`src/rtl/pc_sequencer_if.sv`:
```
// Bundle between the decoder/ALU/program_counter side and the PC sequencer.
// The master modport is the surrounding datapath; the slave modport is the sequencer.
interface pc_sequencer_if #(
  parameter int ADDR_W      = 16,
  parameter int STACK_DEPTH = 8
);
  localparam int DEPTH_W = $clog2(STACK_DEPTH) + 1;

  logic [ADDR_W-1:0]  pc_in;
  logic               instr_valid;
  logic [2:0]         op_class;
  logic [ADDR_W-1:0]  imm_addr;
  logic               zero_flag;
  logic               stall;
  logic               pc_enable;
  logic [1:0]         pc_sel;
  logic [ADDR_W-1:0]  target_addr;
  logic               halted;
  logic               fault;
  logic [DEPTH_W-1:0] stack_depth;

  modport master (
    output pc_in, instr_valid, op_class, imm_addr, zero_flag, stall,
    input  pc_enable, pc_sel, target_addr, halted, fault, stack_depth
  );

  modport slave (
    input  pc_in, instr_valid, op_class, imm_addr, zero_flag, stall,
    output pc_enable, pc_sel, target_addr, halted, fault, stack_depth
  );
endinterface

```
`src/rtl/pc_sequencer.sv`:
```
// Fetch/execute sequencer for program_counter: one PC update per instruction,
// hardware return-address stack for CALL/RET, BEQ/BNE resolved from the ALU zero flag.
// HALTED and FAULT are terminal until reset_n.
//
//  state   | meaning
//  --------+--------------------------------------------------------------
//  FETCH   | wait for a valid, unstalled instruction; latch op and target
//  EXEC    | apply the latched op to the PC (one cycle unless stalled)
//  HALTED  | HALT executed; inputs ignored
//  FAULT   | CALL on full stack or RET on empty stack; inputs ignored
//
// ADDR_W / STACK_DEPTH must match the parameters of the connected interface.
module pc_sequencer #(
  parameter int ADDR_W      = 16,
  parameter int STACK_DEPTH = 8
) (
  input  logic            clk,
  input  logic            reset_n,
  pc_sequencer_if.slave   bus
);

  localparam int IDX_W   = $clog2(STACK_DEPTH);
  localparam int DEPTH_W = IDX_W + 1;

  localparam logic [2:0] OP_ALU  = 3'b000;
  localparam logic [2:0] OP_JMP  = 3'b001;
  localparam logic [2:0] OP_CALL = 3'b010;
  localparam logic [2:0] OP_RET  = 3'b011;
  localparam logic [2:0] OP_BEQ  = 3'b100;
  localparam logic [2:0] OP_BNE  = 3'b101;
  localparam logic [2:0] OP_HALT = 3'b110;

  localparam logic [1:0] SEL_INC  = 2'b00;
  localparam logic [1:0] SEL_JMP  = 2'b01;
  localparam logic [1:0] SEL_BR   = 2'b10;
  localparam logic [1:0] SEL_RET  = 2'b11;

  typedef enum logic [1:0] {
    S_FETCH,
    S_EXEC,
    S_HALTED,
    S_FAULT
  } state_t;

  state_t             state, state_nxt;
  logic [2:0]         op_q;
  logic [ADDR_W-1:0]  imm_q;
  logic [DEPTH_W-1:0] sp;
  logic               fault_q;
  logic [ADDR_W-1:0]  stack_mem [STACK_DEPTH];

  logic               latch_op;
  logic               push;
  logic               pop;
  logic               set_fault;
  logic               pc_enable;
  logic [1:0]         pc_sel;
  logic [ADDR_W-1:0]  target_addr;

  logic               stack_full;
  logic               stack_empty;
  logic [IDX_W-1:0]   push_idx;
  logic [IDX_W-1:0]   top_idx;

  assign stack_full  = (sp == DEPTH_W'(STACK_DEPTH));
  assign stack_empty = (sp == '0);
  assign push_idx    = sp[IDX_W-1:0];
  assign top_idx     = sp[IDX_W-1:0] - IDX_W'(1);

  // State register, latched instruction fields, stack pointer and sticky fault.
  always_ff @(posedge clk or negedge reset_n) begin
    if (!reset_n) begin
      state   <= S_FETCH;
      op_q    <= '0;
      imm_q   <= '0;
      sp      <= '0;
      fault_q <= 1'b0;
    end else begin
      state <= state_nxt;
      if (latch_op) begin
        op_q  <= bus.op_class;
        imm_q <= bus.imm_addr;
      end
      if (push) begin
        sp <= sp + DEPTH_W'(1);
      end else if (pop) begin
        sp <= sp - DEPTH_W'(1);
      end
      if (set_fault) begin
        fault_q <= 1'b1;
      end
    end
  end

  // Return-address storage; only the pointer is reset, contents are left as-is.
  always_ff @(posedge clk) begin
    if (push) begin
      stack_mem[push_idx] <= bus.pc_in + ADDR_W'(1);
    end
  end

  // Next-state decode and PC-update outputs; everything idles at zero unless EXEC commits.
  always_comb begin
    state_nxt   = state;
    latch_op    = 1'b0;
    push        = 1'b0;
    pop         = 1'b0;
    set_fault   = 1'b0;
    pc_enable   = 1'b0;
    pc_sel      = SEL_INC;
    target_addr = '0;
    case (state)
      S_FETCH: begin
        if (bus.instr_valid && !bus.stall) begin
          latch_op  = 1'b1;
          state_nxt = S_EXEC;
        end
      end
      S_EXEC: begin
        if (!bus.stall) begin
          state_nxt = S_FETCH;
          pc_enable = 1'b1;
          case (op_q)
            OP_JMP: begin
              pc_sel      = SEL_JMP;
              target_addr = imm_q;
            end
            OP_CALL: begin
              if (stack_full) begin
                pc_enable = 1'b0;
                set_fault = 1'b1;
                state_nxt = S_FAULT;
              end else begin
                push        = 1'b1;
                pc_sel      = SEL_JMP;
                target_addr = imm_q;
              end
            end
            OP_RET: begin
              if (stack_empty) begin
                pc_enable = 1'b0;
                set_fault = 1'b1;
                state_nxt = S_FAULT;
              end else begin
                pop         = 1'b1;
                pc_sel      = SEL_RET;
                target_addr = stack_mem[top_idx];
              end
            end
            OP_BEQ: begin
              if (bus.zero_flag) begin
                pc_sel      = SEL_BR;
                target_addr = imm_q;
              end
            end
            OP_BNE: begin
              if (!bus.zero_flag) begin
                pc_sel      = SEL_BR;
                target_addr = imm_q;
              end
            end
            OP_HALT: begin
              pc_enable = 1'b0;
              state_nxt = S_HALTED;
            end
            default: begin
              pc_sel = SEL_INC;
            end
          endcase
        end
      end
      default: begin
        state_nxt = state;
      end
    endcase
  end

  assign bus.pc_enable   = pc_enable;
  assign bus.pc_sel      = pc_sel;
  assign bus.target_addr = target_addr;
  assign bus.halted      = (state == S_HALTED);
  assign bus.fault       = fault_q;
  assign bus.stack_depth = sp;

endmodule

```
`src/flat_wrapper.sv`:
```
// flat-port wrapper written by rule: the top's interface ports become plain ports
module pc_sequencer_flat 
#(
  parameter int ADDR_W      = 16,
  parameter int STACK_DEPTH = 8
)
  (clk, reset_n, bus_pc_in, bus_instr_valid, bus_op_class, bus_imm_addr, bus_zero_flag, bus_stall, bus_pc_enable, bus_pc_sel, bus_target_addr, bus_halted, bus_fault, bus_stack_depth);
  pc_sequencer_if #(.ADDR_W(ADDR_W), .STACK_DEPTH(STACK_DEPTH)) bus_i ();
  input  logic clk;
  input  logic reset_n;
  input wire logic [$bits(bus_i.pc_in)-1:0] bus_pc_in;
  input wire logic [$bits(bus_i.instr_valid)-1:0] bus_instr_valid;
  input wire logic [$bits(bus_i.op_class)-1:0] bus_op_class;
  input wire logic [$bits(bus_i.imm_addr)-1:0] bus_imm_addr;
  input wire logic [$bits(bus_i.zero_flag)-1:0] bus_zero_flag;
  input wire logic [$bits(bus_i.stall)-1:0] bus_stall;
  output wire logic [$bits(bus_i.pc_enable)-1:0] bus_pc_enable;
  output wire logic [$bits(bus_i.pc_sel)-1:0] bus_pc_sel;
  output wire logic [$bits(bus_i.target_addr)-1:0] bus_target_addr;
  output wire logic [$bits(bus_i.halted)-1:0] bus_halted;
  output wire logic [$bits(bus_i.fault)-1:0] bus_fault;
  output wire logic [$bits(bus_i.stack_depth)-1:0] bus_stack_depth;
  assign bus_i.pc_in = bus_pc_in;
  assign bus_i.instr_valid = bus_instr_valid;
  assign bus_i.op_class = bus_op_class;
  assign bus_i.imm_addr = bus_imm_addr;
  assign bus_i.zero_flag = bus_zero_flag;
  assign bus_i.stall = bus_stall;
  assign bus_pc_enable = bus_i.pc_enable;
  assign bus_pc_sel = bus_i.pc_sel;
  assign bus_target_addr = bus_i.target_addr;
  assign bus_halted = bus_i.halted;
  assign bus_fault = bus_i.fault;
  assign bus_stack_depth = bus_i.stack_depth;
  pc_sequencer #(.ADDR_W(ADDR_W), .STACK_DEPTH(STACK_DEPTH)) u_core (.clk(clk), .reset_n(reset_n), .bus(bus_i));
endmodule
```
`config.mk`:
```
export PLATFORM = sky130hd
export DESIGN_NAME = pc_sequencer_flat
export DESIGN_NICKNAME = d
export VERILOG_FILES = /design/src/rtl/pc_sequencer_if.sv /design/src/rtl/pc_sequencer.sv /design/src/flat_wrapper.sv
export SDC_FILE = /design/constraint.sdc
export NUM_CORES = 1
export LEC_CHECK = 0
export BUFFER_PORTS_ARGS = -buffer_cell sky130_fd_sc_hd__buf_2
export CORE_ASPECT_RATIO = 1.2
export CORE_MARGIN = 4
export CORE_UTILIZATION = 40
export DETAILED_ROUTE_END_ITERATION = 12
export SLEW_MARGIN = 15
export SYNTH_ARGS = -nofsm -noshare
export SYNTH_HDL_FRONTEND = slang
export SYNTH_SLANG_ARGS = --single-unit
```
`constraint.sdc`:
```
create_clock -name clk -period 3 [get_ports clk]
set_input_delay 0.75 -clock clk [delete_from_list [all_inputs] [get_ports clk]]
set_output_delay 0.75 -clock clk [all_outputs]
set_load 0.05 [all_outputs]
```
## After elaboration in Yosys (flattened, before gate mapping)

Memories as Yosys holds them, arrays and structs flattened.
Index checks and enable logic that the tools add are counted.

- Multiplexer cells: 42
- Reductions and logical operators: 7
- Add/sub/neg operators: 4
- Eq/ne operators: 11

Operator list:

| operator | number |
|---|---|
| $mux 16 | 6 |
| $pmux 16 s5 | 1 |
| $mux 1 | 19 |
| $mux 2 | 9 |
| $add 16x1->16 const B | 1 |
| $pmux 2 s5 | 1 |
| $eq 3x3->1 const B | 3 |
| $mux 4 | 2 |
| $eq 3x2->1 const B | 2 |
| $pmux 2 s3 | 1 |
| $add 4x1->4 const B | 1 |
| $eq 4x4->1 const B | 1 |
| $logic_not 4->1 | 1 |
| $pmux 2 s2 | 1 |
| $reduce_bool 2->1 | 2 |
| $sub 4x1->4 const B | 1 |
| $eq 3x1->1 const B | 1 |
| $pmux 1 s3 | 1 |
| $reduce_and 3->1 | 1 |
| $sub 3x1->3 const B | 1 |
| $eq 2x1->1 const B | 1 |
| $eq 2x2->1 const B | 1 |
| $logic_not 2->1 | 1 |
| $ne 2x1->1 const B | 1 |
| 4 further kinds | 4 |

- Output and inout port bits: 25
- RAM bits: 128
- Flip-flop bits (word level): 26
- Word-level logic and storage cells: 70
- Memories: 1
- Bits of input ports: 40

Memories:

| memory | depth | bits a word | read ports | clocked after Yosys merged registers in | wr ports | RTL line | text |
|---|---|---|---|---|---|---|---|
| u_core.stack_mem | 8 | 16 | 1 | 0 | 1 | pc_sequencer.sv:50 | `logic [ADDR_W-1:0] stack_mem [STACK_DEPTH];` |

## Depth between registers and ports, before layout

- Depth after elaboration: 7
- Depth in mapped cells: 12
- Mapped depth without buffers: 10

## Worst setup path before layout

Ideal clock, no wire load.

- Path kind: register to output
- From: reg u_core.sp[0], in the netlist u_core.bus.stack_depth[0]
- To: out bus_pc_sel[0]
- Data required time: 2250 ps
- Path slack: -814 ps
- Stages on the path, launching flop included: 7
- Arrival: 3064 ps
- Path buffers: 1
- Path through: dfrtp_1 > clkbuf_1 > inv_1 > ha_1 > nand2b_1 > nor2_1 > nor4_1

- Cells in the longest elaborated chain, start to end: 5
- Elaborated cells between the ends (all ways): 7
- Those cells by class: eq/ne (1); mux (5); reduce/logical (1)

RTL lines:

| item | RTL line | text |
|---|---|---|
| start, declared | pc_sequencer.sv:48 | `logic [DEPTH_W-1:0] sp;` |
| start signal, assigned | pc_sequencer.sv:85 | `sp <= sp + DEPTH_W'(1);` |
| start signal, assigned | pc_sequencer.sv:87 | `sp <= sp - DEPTH_W'(1);` |
| $eq 4x4->1 / $logic_not 4->1 (equally long branches) | pc_sequencer.sv:65, pc_sequencer.sv:66 |  |
| $mux 1 / $mux 2 (equally long branches) | pc_sequencer.sv:129, pc_sequencer.sv:140 |  |
| $pmux 2 s5 * | pc_sequencer.sv:123 | `case (op_q)` |
| $mux 2 * | pc_sequencer.sv:120 | `if (!bus.stall) begin` |
| $mux 2 * | pc_sequencer.sv:112 | `case (state)` |
| end, declared | flat_wrapper.sv:18 | `output wire logic [$bits(bus_i.pc_sel)-1:0] bus_pc_sel;` |

Every way passes the cells marked *; elsewhere a longest branch is shown, timed or not.

## Worst setup path after layout

- From: reg u_core.sp[0], in the netlist u_core.bus.stack_depth[0]
- To: out bus_target_addr[3]

- Cells in the longest elaborated chain, start to end: 6
- Elaborated cells between the ends (all ways): 9
- Those cells by class: add/sub (1); eq/ne (1); mux (5); reduce/logical (1); memory (1)

RTL lines:

| item | RTL line | text |
|---|---|---|
| $sub 3x1->3 | pc_sequencer.sv:68 | `assign top_idx = sp[IDX_W-1:0] - IDX_W'(1);` |
| named net u_core.top_idx[0] | pc_sequencer.sv:63 | `logic [IDX_W-1:0] top_idx;` |
| $mem_v2 8x16 | -- |  |
| $mux 16 | pc_sequencer.sv:140 | `if (stack_empty) begin` |
| $pmux 16 s5 | pc_sequencer.sv:123 |  |
| $mux 16 | pc_sequencer.sv:120 |  |
| $mux 16 | pc_sequencer.sv:112 |  |
| end, declared | flat_wrapper.sv:19 | `output wire logic [$bits(bus_i.target_addr)-1:0] bus_target_addr;` |

The timed path passes the listed nets, and every way through them passes these cells.

==> PnR_summary.wiki <==
{| class="wikitable"
! Metric !! Value
|-
| Result of the run || complete, but fails checks
|-
| Violations in the final reports || setup timing
|-
| Peak VDD IR || 0.462 mV
|-
| Maximum buffer depth of the clock tree || 2
|-
| Area contributors post-synth || edfxtp_1 56%, dfrtp_1 9.5%, mux2_2 7.8%
|-
| Gate Count Post-Synth || 442
|-
| Initial antenna violation count || 0
|-
| Port-buffer cells || 64
|-
| Post-Syn Area per Cell || 15.5 um2
|-
| Synthesized-area fraction occupied by and/or/nand/nor cells || ~6.3%
|-
| Clock tree from TritonCTS || built
|-
| Max FO, Critical Path || 9
|-
| Max-Cap Viols || 0
|-
| P&R area growth vs syn || 30.2%
|-
| Min Tclk post-route || 3.06 ns
|-
| FMAX || 327 MHz
|-
| Top Ports || between 60 and 70
|-
| Post-detailed-routing wire length || ~17 mm
|-
| Full die area || 19200 um2
|-
| Number of endpoints with negative hold slack in the final report || 0
|-
| Post-Syn Nets || 488
|-
| Number of clock buffers inserted by TritonCTS || 17
|-
| Largest family of logic cells by synthesized area || multiplexers
|-
| Total routing resource utilization after global routing || 18.4%
|-
| Share of final-layout standard cells stronger than drive strength 1 || 46.6%
|-
| Core Area || 16800 um2
|-
| Portion of the post-synthesis area used by sequential elements || 65.8%
|-
| Final sum of negative setup slack || -0.359 ns
|-
| Area fraction of the dominant cell type after synthesis || 56.3%
|-
| Total gr overflow || 0
|-
| Starting Density || 40.7%
|-
| HPWL Detailed || 11.1 mm
|-
| Number of sinks on the clock net || 154
|-
| Least-Margin Pin Slew || about 0.66 ns
|-
| Standard-cell row count || 52
|-
| Register clock-pin slew on the reported worst setup and hold paths || roughly 0.060 ns
|-
| Post-synthesis adder-cell area fraction || 1.21%
|-
| Setup violators final || 12
|-
| Compound-gate portion of the synthesized area || 8.98%
|-
| Setup slack of the critical path after layout || -0.0557 ns
|-
| Final-stage net count || 596
|-
| Via-to-Cell Ratio || ~5.4
|-
| Number of antenna cells inserted || 0
|-
| Post-synthesis async set-or-reset flop share || roughly 17%
|-
| Htree depth || 4
|-
| Most instantiated cells after synthesis || 128 x edfxtp_1, 47 x mux2_2, 36 x mux2i_1, 26 x dfrtp_1, 25 x nand3_1
|-
| Crit path capture type || output port
|-
| Clock latency on the worst-skew pair || about 0.43 ns
|-
| Most used DFF post-synth || edfxtp_1
|-
| Register bit total from synthesis || 154
|-
| Required time reported for the critical path endpoint || 2.25 ns
|-
| Initial DRC count || 208
|-
| RSZ-0062 raised after global routing || true
|-
| Remaining antenna violation count after routing || 0
|-
| Pin count of the biggest net entering global routing || 27
|-
| Netlist cell types || 51
|-
| Type of the tightest min-delay check || input port to async pin
|-
| Path type of the worst setup path || flip-flop to output port
|-
| Final Max Tran Viols || 0
|-
| Via Count || 4204
|-
| Static power due to leakage || 3.14 nW
|-
| Number of warnings reported in the yosys synthesis log || 0
|-
| Most common cell in the synthesized netlist || edfxtp_1
|-
| Post-route cell area || 8890 um2
|-
| First-pass GRT wire length || 26.0 mm
|-
| Post-Synth XOR/XNOR Area || 2.57%
|-
| Global placement routability congestion || 0.751
|-
| Number of iterations in the first detailed-routing pass || 4
|-
| Die Wd || 127 um
|-
| Post-synth EDFFs || 128
|-
| Number of remaining DRC errors || 0
|-
| Mux share of post-synthesis cell area || a little over an eighth
|-
| Power density normalized to cell area || 1010 nW/um2
|-
| Library cell occupying the most area in the post-synthesis netlist || edfxtp_1
|-
| Number of hold-repair buffers added at the cts stage || 0
|-
| Clock root buffer || clkbuf_16
|-
| Post-place instance area || 7870 um2
|-
| Signal arrival time at the worst endpoint || 2.31 ns
|-
| Post-route fraction of the period consumed by the critical path || 102%
|-
| Die Height || about 150 um
|-
| Number of global-route vias before repair || 4438
|-
| Sum of internal, switching and leakage power || between 8 and 9 mW
|-
| Per-cell routed wire length || between 20 and 25 um
|-
| Final Hold Slack || 0.319 ns
|-
| Setup crit start kind || flip-flop
|-
| Max Clock Skew || about 0.012 ns
|-
| Area of the mapped netlist || 6830 um2
|-
| Max_slew headroom || 55.8%
|}
-- layout make-up --
cell class	count	area, um2
Clock buffer	17	425
Clock inverter	14	151
Fill cell	1371	7890
Inverter	7	31.3
Multi-Input combinational cell	259	2620
Sequential cell	154	4500
Tap cell	216	270
Timing Repair Buffer	111	898
-- layer usage --
metal	GRT usage [%]	wire length, um
met5	0	0
met3	3.39	862
met4	6.55	257
met1	22.9	7220
met2	32.2	8850
-- path summary, 6_finish.rpt --
path / endpoint / startpoint / slack [ns] / cells past startpoint
min in group clk: u_core.bus.fault / u_core.bus.fault / 0.48 / 1
max: bus_target_addr[3] / u_core.bus.stack_depth[0] / -0.06 / 7
min reg2reg: u_core.bus.fault / u_core.bus.fault / 0.48 / 1
min: u_core.bus.fault / reset_n / 0.32 / 1
max in group asynchronous: u_core.op_q[2] / reset_n / 2.27 / 1
max reg2reg: u_core.bus.stack_depth[3] / u_core.op_q[2] / 0.57 / 8
-- worst max-delay path, stage by stage (launching register included) --
cell and delay, ns:
dfrtp_2 0.42, inv_4 0.09, ha_4 0.26, buf_12 0.17, mux2i_2 0.15, a221o_2 0.41
o22ai_4 0.18, buf_6 0.18
-- flip-flops by register name (all words and copies together) (netlist names) --
| register | flops |
|---|---|
| u_core.imm_q | 16 |
| u_core.bus.stack_depth | 4 |
| u_core.stack_mem | 128 |
| u_core.state | 2 |
| u_core.bus.fault | 1 |
| u_core.op_q | 3 |
-- where the power goes --
part	internal [mW]	total, mW	switching, mW
registers	2.52	2.70	0.180
logic	1.91	4.19	2.28
clock network	1.22	2.07	0.852
total	5.65	8.97	3.32
-- through the flow --
stage,util (%),instances,setup slack (ns)
after floorplan,-,442,0.00518
after global placement,46.9,736,-0.0197
after detailed placement,46.9,736,-0.0422
after CTS,52.7,775,-0.119
after global routing,53.0,778,-0.111
final,53.0,778,-0.0557
-- cells in the final DEF, fill, tap and decap left out, types with 16 or more instances in the layout --
| cell type | count |
|---|---|
| buf_2 | 48 |
| mux2_2 | 46 |
| clkbuf_16 | 18 |
| edfxtp_1 | 128 |
| buf_6 | 16 |
| dfrtp_1 | 22 |
| o22ai_4 | 21 |
| nand3_1 | 23 |
| buf_4 | 38 |
| mux2i_1 | 29 |
-- repair_timing --
| action | in CTS | in global routing |
|---|---|---|
| gates cloned | 2 | 1 |
| pin swaps | 3 | 5 |
| hold endpoints to repair | 0 | 0 |
| gates resized for setup | 68 | 7 |
| buffers inserted | 6 | 3 |
| endpoints found under the setup margin | 16 | 16 |
-- logic make-up (layout without fill, tap and decap cells) --
group	Yosys count	count (layout)
compound gates	71	71
xor+xnor	20	20
fa+ha+maj	6	6
buf+inv	29	149
flops	154	154
mux	83	83
simple gates	79	79
Note: power is estimated with default switching activity, not from simulation.
